<file path="config.mk">
export PLATFORM = sky130hd
export DESIGN_NAME = next_queue
export DESIGN_NICKNAME = d
export VERILOG_FILES = /design/src/rtl/next_queue.sv
export SDC_FILE = /design/constraint.sdc
export NUM_CORES = 1
export LEC_CHECK = 0
export ABC_AREA = 0
export ABC_CLOCK_PERIOD_IN_PS = 5100
export CAP_MARGIN = 10
export CELL_PAD_IN_SITES_DETAIL_PLACEMENT = 1
export CELL_PAD_IN_SITES_GLOBAL_PLACEMENT = 2
export CORE_ASPECT_RATIO = 1.5
export CORE_MARGIN = 4
export CORE_UTILIZATION = 37
export CTS_CLUSTER_SIZE = 8
export DETAILED_ROUTE_END_ITERATION = 16
export GPL_TIMING_DRIVEN = 0
export PLACE_DENSITY = 0.74
export SYNTH_ARGS = -nofsm -noshare
export SYNTH_HDL_FRONTEND = slang
export SYNTH_SLANG_ARGS = --single-unit
</file>
<file path="constraint.sdc">
create_clock -name clk -period 5.1 [get_ports clk]
set_input_delay 1.53 -clock clk [delete_from_list [all_inputs] [get_ports clk]]
set_output_delay 1.53 -clock clk [all_outputs]
set_load 0.01 [all_outputs]
</file>
<file path="src/rtl/next_queue.sv">
// Next-piece queue: requests 7-bags, unpacks them into a circular FIFO of
// 3-bit piece codes, and serves head + preview. Optional bag check: NEXT_QUEUE_CHECK_EN.
module next_queue #(
    parameter int DEPTH   = 14,
    parameter int PREVIEW = 3
) (
    input  logic                   clk,
    input  logic                   nreset,
    input  logic                   bag_done,
    input  logic [20:0]            bag,
    input  logic                   pop,
    output logic                   newbag,
    output logic                   piece_valid,
    output logic [2:0]             piece,
    output logic [3*PREVIEW-1:0]   preview,
    output logic [4:0]             count,
    output logic                   bag_err
);

    // state  | meaning
    // S_IDLE | waiting for room for a whole bag (count <= DEPTH-7)
    // S_REQ  | newbag pulse, one cycle
    // S_WAIT | waiting for bag_done; first cycle ignored while the bag clears
    // S_LOAD | writing field k of bag_q at tail, k = 0..6
    typedef enum logic [1:0] {
        S_IDLE = 2'd0,
        S_REQ  = 2'd1,
        S_WAIT = 2'd2,
        S_LOAD = 2'd3
    } state_t;

    localparam logic [4:0] LOW_MARK = 5'(DEPTH - 7);
    localparam logic [4:0] DEPTH_W  = 5'(DEPTH);
    localparam logic [3:0] LAST     = 4'(DEPTH - 1);

    state_t      state;
    logic        wait_first;
    logic [2:0]  k;
    logic [20:0] bag_q;
    logic [3:0]  head;
    logic [3:0]  tail;
    logic [2:0]  mem [16];

    logic        pop_ok;
    logic        load_wr;
    logic [2:0]  wr_data;
    logic        bag_ok;
    logic        bag_take;
    logic [4:0]  pidx;

    assign pop_ok   = pop && (count != 5'd0);
    assign load_wr  = (state == S_LOAD);
    assign wr_data  = 3'(bag_q >> (5'(k) * 5'd3));
    assign bag_take = (state == S_WAIT) && !wait_first && bag_done;

`ifdef NEXT_QUEUE_CHECK_EN
    logic [6:0] seen;

    // A legal bag marks each of the seven codes exactly once.
    always_comb begin
        seen = '0;
        for (int i = 0; i < 7; i++) begin
            if (bag[3*i +: 3] != 3'b111) begin
                seen[bag[3*i +: 3]] = 1'b1;
            end
        end
        bag_ok = &seen;
    end

    always_ff @(posedge clk or negedge nreset) begin
        if (!nreset) begin
            bag_err <= 1'b0;
        end else if (bag_take && !bag_ok) begin
            bag_err <= 1'b1;
        end
    end
`else
    assign bag_ok  = 1'b1;
    assign bag_err = 1'b0;
`endif

    always_ff @(posedge clk or negedge nreset) begin
        if (!nreset) begin
            state      <= S_IDLE;
            wait_first <= 1'b0;
            k          <= 3'd0;
            bag_q      <= '0;
            head       <= 4'd0;
            tail       <= 4'd0;
            count      <= 5'd0;
            newbag     <= 1'b0;
        end else begin
            newbag <= 1'b0;
            if (pop_ok) begin
                head <= (head == LAST) ? 4'd0 : head + 4'd1;
            end
            if (load_wr) begin
                tail <= (tail == LAST) ? 4'd0 : tail + 4'd1;
            end
            count <= count + 5'(load_wr) - 5'(pop_ok);

            unique case (state)
                S_IDLE: begin
                    if (count <= LOW_MARK) begin
                        state  <= S_REQ;
                        newbag <= 1'b1;
                    end
                end
                S_REQ: begin
                    state      <= S_WAIT;
                    wait_first <= 1'b1;
                end
                S_WAIT: begin
                    wait_first <= 1'b0;
                    if (bag_take) begin
                        if (bag_ok) begin
                            bag_q <= bag;
                            k     <= 3'd0;
                            state <= S_LOAD;
                        end else begin
                            state  <= S_REQ;
                            newbag <= 1'b1;
                        end
                    end
                end
                S_LOAD: begin
                    k <= k + 3'd1;
                    if (k == 3'd6) begin
                        state <= S_IDLE;
                    end
                end
                default: state <= S_IDLE;
            endcase
        end
    end

    // Array contents need no reset: every read is gated by count.
    always_ff @(posedge clk) begin
        if (load_wr) begin
            mem[tail] <= wr_data;
        end
    end

    assign piece_valid = (count != 5'd0);
    assign piece       = piece_valid ? mem[head] : 3'b111;

    always_comb begin
        preview = '1;
        pidx    = '0;
        for (int j = 0; j < PREVIEW; j++) begin
            pidx = 5'(head) + 5'(j + 1);
            if (pidx >= DEPTH_W) begin
                pidx = pidx - DEPTH_W;
            end
            if (count > 5'(j + 1)) begin
                preview[3*j +: 3] = mem[4'(pidx)];
            end
        end
    end

endmodule
</file>
# After elaboration in Yosys (flattened, before gate mapping)
# Memories as Yosys holds them, arrays and structs flattened.
# Cells that the tools add are included.
# word_totals
regBits	41
ramBits	48
in_bits	25
output_inout_bits	20
wordCells	69
memories	1
# memory_table
name	depth	word_bits	rd	rd_clocked_by_memory_dff	wr	line	source
mem	16	3	4	0	1	42	logic [2:0] mem [16];
# classes
n_addsub	11
multipliers	1
magnitude_cmp	7
n_eq_ne	9
n_shift	1
muxes	20
n_reduce_logical	11
# ops
op	count
$shr 21x5->3	1
$mux 4	5
$ge 5x4->1 const B	3
$mux 3	5
$sub 4x4->4 const B	3
$add 4x2->5 const B	2
$gt 5x2->1 const B	2
$add 4x1->4 const B	2
$eq 4x4->1 const B	2
$pmux 2 s4	1
$mux 2	3
$pmux 3 s2	1
$add 4x1->5 const B	1
$add 5x1->5	1
$gt 5x1->1 const B	1
$le 5x3->1 const B	1
$mul 3x2->5 const B	1
$reduce_bool 5->1	1
$sub 5x1->5	1
$eq 2x2->1 const B	2
$mux 1	4
$ne 2x2->1 const B	2
$reduce_and 2->1	2
$reduce_bool 2->1	2
9 further kinds	11

# Depth between registers and ports, before layout
# Gate-level depths: netlist (run 1).
# depth
depth_word	5
depth_mapped	15
ltp_nobuf	15

# Least setup slack after synthesis (run 1)
# No wires, ideal clock.
# synth_timing
path_type	register to output
startpoint	reg head[0]
endpoint	out preview[8]
t_arrival_ps	3508
required_ps	3570
path_slack_ps	62
stages_incl_launch_ff	16
path_buffers	4
cell_sequence	dfrtp_1 buf_2 inv_2 buf_2 ha_1 buf_6 inv_1 ha_1 inv_1 a22oi_2 o211a_4 xnor2_4 buf_6 mux2i_1 mux4_2 a22oi_1
# synth_via
elab_chain_len	5
word_cells_on_any_way	6
classes_between	add/sub: 2; order compare: 1; mux: 2; memory: 1
# synth_rtl
element	line	source
from (decl)	40	logic [3:0] head;
from (signal assigned)	95	head <= (head == LAST) ? 4'd0 : head + 4'd1;
$add 4x2->5 (*)	151	pidx = 5'(head) + 5'(j + 1);
$sub 4x4->4 / $ge 5x4->1 (equally long branches)	153, 152	
$mux 4 (*)	152	if (pidx >= DEPTH_W) begin
$mem_v2 16x3 (*)	-	
$mux 3 (*)	155	if (count > 5'(j + 1)) begin
to (decl)	15	output logic [3*PREVIEW-1:0] preview,
# Every way passes the cells marked *; elsewhere a longest branch is shown, timed or not.

# Final worst setup path (run 1)
# layout_timing
startpoint	reg head[1]
endpoint	out preview[6]
# The elaborated chain is that of the path after synthesis.

==> results of run 1 <==
layout make-up:
class	count	area [um2]
clock buffer	9	225
buffer	29	244
inverter	23	108
tap	203	254
clock inverter	7	71.3
timing repair buffer	83	759
multi-input combinational	341	3370
fill	1680	8190
sequential	89	2470
flip-flops by register name, summed over array words and instances (netlist names):
| register | flops |
|---|---|
| mem | 48 |
| bag_q | 21 |
| count | 5 |
| head | 4 |
| tail | 4 |
| k | 3 |
| state | 2 |
| newbag | 1 |
| wait_first | 1 |
path summary, 6_finish.rpt:
check                      startpoint          to  slack, ns  cells past startpoint
setup / recovery              head[1]  preview[6]       0.05                     16
hold / removal              bag_q[15]   bag_q[15]       0.51                      1
setup reg to reg             count[2]    count[4]       1.71                     15
hold reg to reg             bag_q[15]   bag_q[15]       0.51                      1
max in group asynchronous      nreset     head[0]       3.66                      2
min in group asynchronous      nreset   bag_q[19]       1.00                      1
synthesized netlist by cell type, drive strengths merged, types with 5 or more instances:
cell type	n
a21oi	19
ha	25
mux4	40
nand2b	5
xnor2	6
clkbuf	12
edfxtp	48
nor2	38
nand2	30
nand3	11
buf	17
inv	23
dfrtp	41
o21ai	13
o22ai	6
mux2i	39
nor3	12
mux2	28
repair_timing:
action / 4_1_cts / 5_1_grt
buffers inserted: 32 / 6
endpoints found under the setup margin: 9 / 9
pin swaps: 15 / 9
resized for setup: 73 / 15
layout by cell type (no fill, tap or decap), types with 5 or more instances in the layout:
| cell | Yosys | routed |
|---|---|---|
| mux4_2 | 40 | 40 |
| mux2i_1 | 39 | 38 |
| buf_2 | 8 | 12 |
| o21ai_0 | 12 | 11 |
| clkbuf_1 | 11 | 10 |
| nand3_1 | 11 | 11 |
| buf_4 | 3 | 34 |
| a21oi_1 | 18 | 18 |
| inv_1 | 21 | 18 |
| buf_12 | 0 | 5 |
| clkdlybuf4s50_1 | 0 | 33 |
| dfrtp_1 | 41 | 39 |
| ha_1 | 25 | 20 |
| mux2_2 | 27 | 27 |
| buf_6 | 5 | 9 |
| nor3_1 | 12 | 12 |
| nor2_1 | 38 | 36 |
| clkbuf_16 | 0 | 10 |
| o22ai_1 | 6 | 6 |
| edfxtp_1 | 48 | 48 |
| nand2b_1 | 5 | 5 |
| nand2_1 | 30 | 30 |
stage by stage:
| step | worst slack (ns) | area [um2] | instances | TNS (ns) | hold WS [ns] |
|---|---|---|---|---|---|
| 3_5_place_dp | -1.17 | 6630 | 729 | -6.94 | 0.494 |
| 2_1_floorplan | 0.0615 | 5930 | 482 | 0 | 0.471 |
| 6_report | 0.0484 | 7500 | 784 | 0 | 0.507 |
| 5_1_grt | -0.0830 | 7500 | 784 | -0.196 | 0.525 |
| 3_3_place_gp | -1.12 | 6620 | 728 | -6.35 | 0.484 |
| 4_1_cts | -0.00323 | 7380 | 777 | -0.00323 | 0.508 |
cell families after synthesis:
family | share of synthesized area [%]
AOI/OAI and AO/OA | 9.64
xor gates and xnor gates | 2.11
adders and majority gates | 5.61
buffers and inverters | 4.35
DFF | 41.6
muxes | 27.1
other | 0.0632
and+or+nand+nor | 9.56
routing by layer:
layer / track usage, % / vias to the layer above
met5: 0 / -
met4: 9.96 / 0
met3: 2.22 / 37
met2: 35.9 / 97
met1: 20.5 / 2266
li1: - / 2007
==> flow_metrics.py, run 1 <==
metrics = {
    "logic_synthesis": {
        "async_reset_ff_share_pct": 46.1,
        "syn_inst": 482,
        "yosysWarnings": 0,
        "synth-seq-cells": 89,
        "synth_fp_nets": 533,
        "synth_top_cell_area_share_pct": 24.3,
        "synth_top_area_cell": "edfxtp_1",
        "synth_cell_types": 64,
        "syn_area_um2": 5930,
        "yosys_most_used_dff": "edfxtp_1",
        "synth-edff-count": 48,
        "syn_area_per_cell_um2": 12.3,
        "synthTopCellsByArea": "edfxtp_1 24%, dfrtp_1 17%, mux4_2 15%",
        "ys_seq_area_share_pct": 41.6,
    },
    "clock_network": {
        "htree_levels": 3,
        "cts_buffer_depth": 2,
        "cts_buffers": 9,
        "path_clk_slew_ns": 0.07,
        "clockRootBuffer": "clkbuf_16",
        "tritoncts": "done",
        "cts.sinks": 89,
        "clk_latency_ns": 0.33,
        "cts_hold_buf": 0,
    },
    "layout": {
        "post_route_cells_drive_above_1_share_pct": 31.3,
        "area_growth_pct": 26.5,
        "fin_nets": 627,
        "utilization_pct": 47.8,
        "antenna_cells": 0,
    },
    "routing": {
        "wl_mm": 17.0,
        "routedWlPerCell_um": 21.6,
        "vias_per_cell": 5.62,
        "route.detailed.drc": 0,
        "met1_length_mm": 6.27,
        "dr.pass1.iters": 4,
        "topRoutingLayerUsed": "met4",
        "num_vias": 4407,
        "antenna_left": 0,
        "drt_iter0_drc": 180,
        "wl_met3_um": 453,
        "met2_length_mm": 9.31,
    },
    "placement": {
        "dpl.hpwl_mm": 12.8,
        "gp_congestion": 0.836,
        "port_buffers": 43,
    },
    "sta": {
        "slew_headroom_pct": 23.9,
        "finClkSkew_ns": 0.00982,
        "fmax_mhz": 198,
        "period_minus_slack_ns": 5.05,
        "final_max_slew_viol_count": 0,
        "worst_pin_slew_ns": 1.14,
        "hold_violations": 0,
        "grt_setup_unrepaired": "true",
        "setup_viol": 0,
        "finalCritPeriodShare_pct": 99.1,
    },
    "critical_path": {
        "slowest_delay_ns": 0.53,
        "arrival_ns": 3.52,
        "crit_family": "buffers and inverters",
        "cp-end-kind": "output pin",
        "critPathMaxFanout": 5,
        "critPathKind": "reg2out",
        "cp_slowest_cell": "mux4_2",
        "crit_buf_inv": 7,
        "crit_path_start_kind": "flip-flop",
        "crit_path_cell_trace": "clkbuf_16, clkinvlp_4, ha_4, buf_8, inv_6, ha_4, nor3b_2, o21bai_1, o211a_4, xnor2_4, buf_8, buf_6, mux2i_1, mux4_2, a22oi_2, buf_2",
        "cp.required_ns": 3.57,
    },
    "floorplanning": {
        "initial_utilization_pct": 37.8,
        "num_rows": 56,
        "core_um2": 15700,
        "die_area_um2": 18200,
        "die_h_um": 163,
        "pin_count": 45,
        "die_w_um": 111,
    },
    "job": {
        "maxCapViolations": 0,
    },
    "status": {
        "status": "finished clean",
    },
    "global_route": {
        "grt_max_degree": 39,
        "overflow": 0,
        "grt_pass1_wl_mm": 26.6,
        "antenna_found_initial": 0,
        "grt_usage_pct": 18.9,
        "grt_pass1_vias": 4834,
    },
    "min_path": {
        "hp-class": "reg2reg",
    },
}
Power of run 1 is not shown: default switching activity piles up to over one toggle a cycle in this logic, so the estimate is an artifact.
==> run 2: changes to the inputs <==
HOLD_SLACK_MARGIN = 0.06   (was unset)
==> results of run 2 <==
Same layout as run 1: the final DEF is identical, and so are final timing and power.
Power of run 2 is left out for the same reason.
